File: config.mk
export PLATFORM = sky130hd
export DESIGN_NAME = ins_mem_loader
export DESIGN_NICKNAME = d
export VERILOG_FILES = /design/src/rtl/ins_mem_loader_pkg.sv /design/src/rtl/ins_mem_loader_word_packer.sv /design/src/rtl/ins_mem_loader.sv
export SDC_FILE = /design/constraint.sdc
export NUM_CORES = 1
export LEC_CHECK = 0
export ABC_CLOCK_PERIOD_IN_PS = 3100
export BUFFER_PORTS_ARGS = -buffer_cell sky130_fd_sc_hd__buf_2
export CAP_MARGIN = 15
export CORE_MARGIN = 1.5
export CORE_UTILIZATION = 40
export CTS_BUF_LIST = sky130_fd_sc_hd__clkbuf_16
export CTS_CLUSTER_DIAMETER = 80
export DETAILED_ROUTE_END_ITERATION = 16
export PLACE_DENSITY = 0.64
export SLEW_MARGIN = 20
export SYNTH_ARGS = -nofsm -noshare
export SYNTH_HDL_FRONTEND = slang
export SYNTH_SLANG_ARGS = --single-unit
File: constraint.sdc
create_clock -name clk -period 3.1 [get_ports clk]
set_input_delay 0.31 -clock clk [delete_from_list [all_inputs] [get_ports clk]]
set_output_delay 0.31 -clock clk [all_outputs]
set_load 0.01 [all_outputs]
File: src/rtl/ins_mem_loader_pkg.sv
// Shared definitions for the instruction memory loader: default widths,
// the loader state encoding and the bytes-per-instruction helper.
// Pure declarations; no latency or backpressure of its own.
package ins_mem_loader_pkg;

    localparam int PC_INS_ADDR_W_DEF = 8;
    localparam int INS_DATA_W_DEF    = 60;
    localparam int BYTE_W_DEF        = 8;

    // Number of host bytes needed to cover one instruction word (rounded up).
    function automatic int bytes_per_ins(input int data_w, input int byte_w);
        return (data_w + byte_w - 1) / byte_w;
    endfunction

    typedef enum logic [2:0] {
        ST_IDLE    = 3'd0,
        ST_COLLECT = 3'd1,
        ST_WRITE   = 3'd2,
        ST_RELEASE = 3'd3,
        ST_RUN     = 3'd4
    } ldr_state_t;

endpackage

File: src/rtl/ins_mem_loader_word_packer.sv
// Packs a little-endian byte stream into one instruction word; byte k lands at bits [k*BYTE_W +: BYTE_W].
// Latency: a byte is visible on word_out the cycle after byte_en; word_full flags the last byte combinationally.
// Backpressure: none inside; the caller only asserts byte_en when it can take the byte.
// Ports: clk, reset (sync, active high), clr (restart at byte 0), byte_en/byte_in (store one byte),
//        word_out (assembled word), word_full (the byte taken this cycle completes the word).
module ins_word_packer
    import ins_mem_loader_pkg::*;
#(
    parameter int INS_DATA_W = INS_DATA_W_DEF,
    parameter int BYTE_W     = BYTE_W_DEF
) (
    input  logic                  clk,
    input  logic                  reset,
    input  logic                  clr,
    input  logic                  byte_en,
    input  logic [BYTE_W-1:0]     byte_in,
    output logic [INS_DATA_W-1:0] word_out,
    output logic                  word_full
);

    localparam int BYTES_PER_INS = bytes_per_ins(INS_DATA_W, BYTE_W);
    localparam int IDX_W         = (BYTES_PER_INS > 1) ? $clog2(BYTES_PER_INS) : 1;
    localparam logic [IDX_W-1:0] LAST_IDX = IDX_W'(BYTES_PER_INS - 1);

    logic [IDX_W-1:0] idx_q;

    assign word_full = byte_en && (idx_q == LAST_IDX);

    always_ff @(posedge clk) begin
        if (reset) begin
            idx_q <= '0;
        end else if (clr) begin
            idx_q <= '0;
        end else if (byte_en) begin
            idx_q <= (idx_q == LAST_IDX) ? '0 : idx_q + IDX_W'(1);
        end
    end

    // One register per byte lane. The top lane is trimmed to the bits that
    // fall inside the word, so host bits beyond INS_DATA_W are never stored.
    for (genvar k = 0; k < BYTES_PER_INS; k++) begin : g_lane
        localparam int LO = k * BYTE_W;
        localparam int HI = (((LO + BYTE_W) < INS_DATA_W) ? (LO + BYTE_W) : INS_DATA_W) - 1;
        localparam int LW = HI - LO + 1;

        logic [LW-1:0] lane_q;

        always_ff @(posedge clk) begin
            if (reset) begin
                lane_q <= '0;
            end else if (byte_en && (idx_q == IDX_W'(k))) begin
                lane_q <= byte_in[LW-1:0];
            end
        end

        assign word_out[HI:LO] = lane_q;
    end

endmodule

File: src/rtl/ins_mem_loader.sv
// Loads host bytes into the vertex processor instruction memory from address 0, then resets and enables the processor.
// Latency: each word is written 1 cycle after its last byte; proc_reset follows the final write by 1 cycle, RUN by 2.
// Backpressure: in_ready is high only while collecting bytes; it drops for the single write cycle after each word.
// Ports: clk, reset (sync, active high); start/ins_count/abort load control; in_valid/in_data/in_ready host byte stream;
//        we_ins_m/addr_ins_m/din_ins_m instruction memory write port; proc_reset/proc_enable processor control;
//        busy/done/err status (done and err are 1-cycle pulses, registered).
module ins_mem_loader
    import ins_mem_loader_pkg::*;
#(
    parameter int PC_INS_ADDR_W = PC_INS_ADDR_W_DEF,
    parameter int INS_DATA_W    = INS_DATA_W_DEF,
    parameter int BYTE_W        = BYTE_W_DEF
) (
    input  logic                     clk,
    input  logic                     reset,
    input  logic                     start,
    input  logic [PC_INS_ADDR_W:0]   ins_count,
    input  logic                     abort,
    input  logic                     in_valid,
    input  logic [BYTE_W-1:0]        in_data,
    output logic                     in_ready,
    output logic                     we_ins_m,
    output logic [PC_INS_ADDR_W-1:0] addr_ins_m,
    output logic [INS_DATA_W-1:0]    din_ins_m,
    output logic                     proc_reset,
    output logic                     proc_enable,
    output logic                     busy,
    output logic                     done,
    output logic                     err
);

    // Full memory depth is the largest legal count; it needs the extra count bit.
    localparam logic [PC_INS_ADDR_W:0] MAX_COUNT = (PC_INS_ADDR_W + 1)'(1) << PC_INS_ADDR_W;

    ldr_state_t state_q, state_d;

    logic [PC_INS_ADDR_W:0]   count_q;
    logic [PC_INS_ADDR_W-1:0] addr_q;
    logic [PC_INS_ADDR_W-1:0] addr_hold_q;
    logic [INS_DATA_W-1:0]    din_hold_q;
    logic [INS_DATA_W-1:0]    word;
    logic                     word_full;
    logic                     err_q;
    logic                     done_q;

    logic count_legal;
    logic can_start;
    logic in_busy;
    logic start_ok;
    logic last_ins;
    logic byte_en;
    logic pack_clr;

    assign count_legal = (ins_count != '0) && (ins_count <= MAX_COUNT);
    assign can_start   = (state_q == ST_IDLE) || (state_q == ST_RUN);
    assign in_busy     = (state_q == ST_COLLECT) || (state_q == ST_WRITE) || (state_q == ST_RELEASE);
    assign start_ok    = start && !abort && can_start && count_legal;
    // Comparing against count-1 keeps the address inside 0..2**W-1, so a
    // full-depth load ends at the top address instead of wrapping to 0.
    assign last_ins    = ({1'b0, addr_q} == (count_q - (PC_INS_ADDR_W + 1)'(1)));
    assign byte_en     = in_valid && in_ready;
    // The packer restarts at byte 0 for every new load and after every write.
    assign pack_clr    = start_ok || (state_q == ST_WRITE);

    ins_word_packer #(
        .INS_DATA_W (INS_DATA_W),
        .BYTE_W     (BYTE_W)
    ) u_packer (
        .clk       (clk),
        .reset     (reset),
        .clr       (pack_clr),
        .byte_en   (byte_en),
        .byte_in   (in_data),
        .word_out  (word),
        .word_full (word_full)
    );

    always_comb begin
        state_d     = state_q;
        in_ready    = 1'b0;
        we_ins_m    = 1'b0;
        proc_reset  = 1'b0;
        proc_enable = 1'b0;

        unique case (state_q)
            ST_IDLE: begin
                if (start_ok) state_d = ST_COLLECT;
            end
            ST_COLLECT: begin
                in_ready = 1'b1;
                if (word_full) state_d = ST_WRITE;
            end
            ST_WRITE: begin
                we_ins_m = 1'b1;
                state_d  = last_ins ? ST_RELEASE : ST_COLLECT;
            end
            ST_RELEASE: begin
                proc_reset = 1'b1;
                state_d    = ST_RUN;
            end
            ST_RUN: begin
                proc_enable = 1'b1;
                if (start_ok) state_d = ST_COLLECT;
            end
            default: state_d = ST_IDLE;
        endcase

        if (abort) state_d = ST_IDLE;
    end

    // Outside the write cycle the port shows the last written address/data.
    assign addr_ins_m = we_ins_m ? addr_q : addr_hold_q;
    assign din_ins_m  = we_ins_m ? word   : din_hold_q;
    assign busy       = in_busy;
    assign done       = done_q;
    assign err        = err_q;

    always_ff @(posedge clk) begin
        if (reset) begin
            state_q     <= ST_IDLE;
            count_q     <= '0;
            addr_q      <= '0;
            addr_hold_q <= '0;
            din_hold_q  <= '0;
            err_q       <= 1'b0;
            done_q      <= 1'b0;
        end else begin
            state_q <= state_d;
            err_q   <= start && !abort && (in_busy || !count_legal);
            done_q  <= (state_q == ST_RELEASE) && !abort;

            if (start_ok) begin
                count_q <= ins_count;
                addr_q  <= '0;
            end else if ((state_q == ST_WRITE) && !last_ins && !abort) begin
                addr_q <= addr_q + PC_INS_ADDR_W'(1);
            end

            if (state_q == ST_WRITE) begin
                addr_hold_q <= addr_q;
                din_hold_q  <= word;
            end
        end
    end

endmodule

==> metrics.txt <==
dominant cell type by area after synthesis=sky130_fd_sc_hd__dfxtp_1; peak per-stage delay on the critical path=510 ps; sinks on the clock net=153; number of cells produced by synthesis=633; number of buffers created by CTS=17; clock-pin slew on the worst setup and hold paths=60 ps; final period utilization=82.4%; share of the synthesized area in the top cell type=48.7%; category of cells accounting for the largest share of critical-path delay=compound AO/OA/AOI/OAI gates; starting density of the core=41.3%; antenna-violating nets left=0; Avg Inst Size Synth=9.94 sq um; number of synthesized flops with an enable pin=0; Final Net Count=746; slew at the pin with the worst max-slew slack=798 ps; reported net switching power=0.000958 W; Filler Cells Inserted=1430; cell chain of the critical path=inv_1, ha_1, o21a_2, and3_1, o31ai_2, a311oi_4, a2111oi_4, a21oi_1, a31o_1; portion of total power attributed to combinational logic=3.6%; number of library cell types mapped by synthesis=51; port buffer count=96; max_slew headroom=46.8%; Total Negative Setup Slacks=0 ps; total design power=0.00410 W; Row Count=45; non-filler cells in the finished layout=940; Top-Level Pins=97; Seq. cell area=3060 sq um; leading cell type in the layout, fill and taps excluded=sky130_fd_sc_hd__dfxtp_1; area enclosed by the die boundary=16500 sq um; post-synthesis instance area=6290 sq um; antenna violations before repair=0; max-cap violation count=0; DRC violation count after routing=0; Vias/cell=4.98; highest-delay cell along the critical path=sky130_fd_sc_hd__a2111oi_4; share of final-layout standard cells stronger than drive strength 1=29.9%; result of the run=completed; leading cell types in the layout, fill and taps excluded=153 x sky130_fd_sc_hd__dfxtp_1, 95 x sky130_fd_sc_hd__buf_2, 69 x sky130_fd_sc_hd__nor2b_1; global route overflow=0; TritonCTS clock tree=yes; violation count after the first detailed-route iteration=257; hold buffer count at CTS=0; multi-input gate area in the final layout=3040 sq um; root buffer selected by CTS=sky130_fd_sc_hd__clkbuf_16; via count=4680; number of instances in the placed design=908; final count of pins violating max slew=0; later-pin clock latency in the skew report=430 ps; leakage power figure=3.31 nW; Synth area leaders=sky130_fd_sc_hd__dfxtp_1 49%, sky130_fd_sc_hd__mux2_2 12%, sky130_fd_sc_hd__nor2b_1 6.9%, sky130_fd_sc_hd__mux2i_1 5.6%, sky130_fd_sc_hd__a21oi_1 3.5%; Longest Clk Path Bufs=2; overall die height=128 microns; critical path data required time=3410 ps; endpoint arrival time on the critical path=2860 ps; # Post-CTS Setup Buffers=0; time the final worst path needs with I/O delays and setup=2550 ps; Clock Power Share=48.0%; top flip-flop cell by instance count after synthesis=sky130_fd_sc_hd__dfxtp_1; Post-DP HPWL=9.58 mm; routed wire length=14.1 mm; H-tree levels=4; first-pass GRT wire length=22.7 mm; RePlAce Congestion=0.846; type of the worst min-delay path=in -> reg; number of setup violations in the final report=0; Area Growth Syn to Fin=19.5%; placeable core region=15300 sq um; pin count of the biggest net entering global routing=82; Ant. Diodes=0; wire length per cell after detailed routing=15.0 microns; Final Hold Violating Endpoints=0; die extent in x=128 microns; post-route clock skew=12.5 ps; switching share of power=23.4%; count of state elements after synthesis=153; CP Max Fanout=8; number of global-route vias before repair=4494; ratio of total power to cell area=544 nW/um^2; crit start category=register; net count after synthesis=663; Sequential Power Share=48.4%; share of synthesized flip-flops with an asynchronous set or reset=0%; number of gates resized after CTS=0; Pre-antenna DRT Iters=4; fraction of the yosys area taken by sequential cells=48.7%; Power Internal=0.00314 W; endpoint class of the critical path=register; IR Drop Worst-Case VDD=0.394 mV; setup repair after global routing missed its margin=no; Max Fclk=392 MHz; gr usage total=17.6%; kind of critical path=reg -> reg; Buf+Inv Stages, Crit Path=1; Yosys warning total=0
-- Yosys cell counts (2+ instances only) --
| cell type | instances |
|---|---|
| sky130_fd_sc_hd__o21ai_0 | 2 |
| sky130_fd_sc_hd__ha_1 | 8 |
| sky130_fd_sc_hd__and2_1 | 2 |
| sky130_fd_sc_hd__mux2_2 | 68 |
| sky130_fd_sc_hd__inv_1 | 12 |
| sky130_fd_sc_hd__xor2_1 | 3 |
| sky130_fd_sc_hd__nor4b_1 | 2 |
| sky130_fd_sc_hd__xnor2_1 | 9 |
| sky130_fd_sc_hd__or4_1 | 2 |
| sky130_fd_sc_hd__nand3b_1 | 2 |
| sky130_fd_sc_hd__nand2_1 | 44 |
| sky130_fd_sc_hd__a21o_1 | 2 |
| sky130_fd_sc_hd__nand2b_1 | 4 |
| sky130_fd_sc_hd__a2111oi_2 | 2 |
| sky130_fd_sc_hd__nor2_1 | 48 |
| sky130_fd_sc_hd__or2_2 | 2 |
| sky130_fd_sc_hd__nor2b_1 | 69 |
| sky130_fd_sc_hd__a211oi_1 | 3 |
| sky130_fd_sc_hd__a31oi_1 | 2 |
| sky130_fd_sc_hd__buf_2 | 4 |
| sky130_fd_sc_hd__a21oi_1 | 44 |
| sky130_fd_sc_hd__nand3_1 | 44 |
| sky130_fd_sc_hd__dfxtp_1 | 153 |
| sky130_fd_sc_hd__mux2i_1 | 35 |
| sky130_fd_sc_hd__nor3_1 | 4 |
| sky130_fd_sc_hd__clkbuf_1 | 33 |
| sky130_fd_sc_hd__nor3b_1 | 2 |
| sky130_fd_sc_hd__and3_1 | 5 |
-- worst paths after layout --
path                                startpoint                           end  slack (ps)  depth (start not counted)
setup / recovery                    count_q[0]                     addr_q[6]         550                          9
hold / removal                    ins_count[1]                    count_q[1]         140                          3
setup reg to reg                    count_q[0]                     addr_q[6]         550                          9
hold reg to reg   u_packer.g_lane[1].lane_q[2]  u_packer.g_lane[1].lane_q[2]         450                          2
-- through the flow --
stage          utilization [%]  cell area, sq um  hold slack, ps  setup WS [ps]
2_1_floorplan                -              6290             433            701
3_3_place_gp              45.6              6960             442            666
3_5_place_dp              45.6              6960             447            580
4_1_cts                   49.3              7520             129            574
5_1_grt                   49.3              7520             150            428
6_report                  49.3              7520             140            546
-- power groups by stage --
| stage | registers, W | clock network (W) | logic [W] |
|---|---|---|---|
| finish | 0.00198 | 0.00197 | 0.000147 |
| floorplan | 0.00202 | 0 | 0.0000980 |
| CTS | 0.00198 | 0.00201 | 0.000148 |
| detailed placement | 0.00202 | 0 | 0.000147 |
| global placement | 0.00202 | 0 | 0.000143 |
| global route | 0.00198 | 0.00210 | 0.000160 |
-- area by class of cell --
class,count,area share [%]
multi-input cells,429,40.4
clock buffers,17,5.66
inverters,12,0.599
repair buffers,103,7.29
flip-flops and latches,153,40.7
clock inverters,15,1.81
well taps,211,3.51
-- worst min-delay path: stages --
cell and delay, ps:
sky130_fd_sc_hd__buf_2 90, sky130_fd_sc_hd__mux2i_1 60, sky130_fd_sc_hd__nor2_1 70
-- cell families after synthesis --
kind of cell | count (synthesis) | synth area share, %
AO/OA/AOI/OAI | 68 | 7.53
XOR/XNOR | 13 | 1.93
adder cells (fa/ha/maj) | 8 | 1.59
buffers and inverters | 51 | 3.14
flip-flops | 153 | 48.7
multiplexers | 103 | 17.7
AND/OR/NAND/NOR | 237 | 19.4
-- registers in the layout, summed over array words and instances (netlist names) --
name                    cells
addr_hold_q                 8
addr_q                      8
count_q                     9
din_hold_q                 60
done                        1
err                         1
state_q                     3
u_packer.g_lane.lane_q     60
u_packer.idx_q              3
-- routing by layer --
layer,GRT usage [%],routed length (microns),vias to the layer above
met5,0,0,-
met4,8.26,276,0
met3,4.99,911,18
met2,27.9,6520,113
met1,22.3,6430,2230
li1,-,-,2319
(Power assumes the default switching activity.)
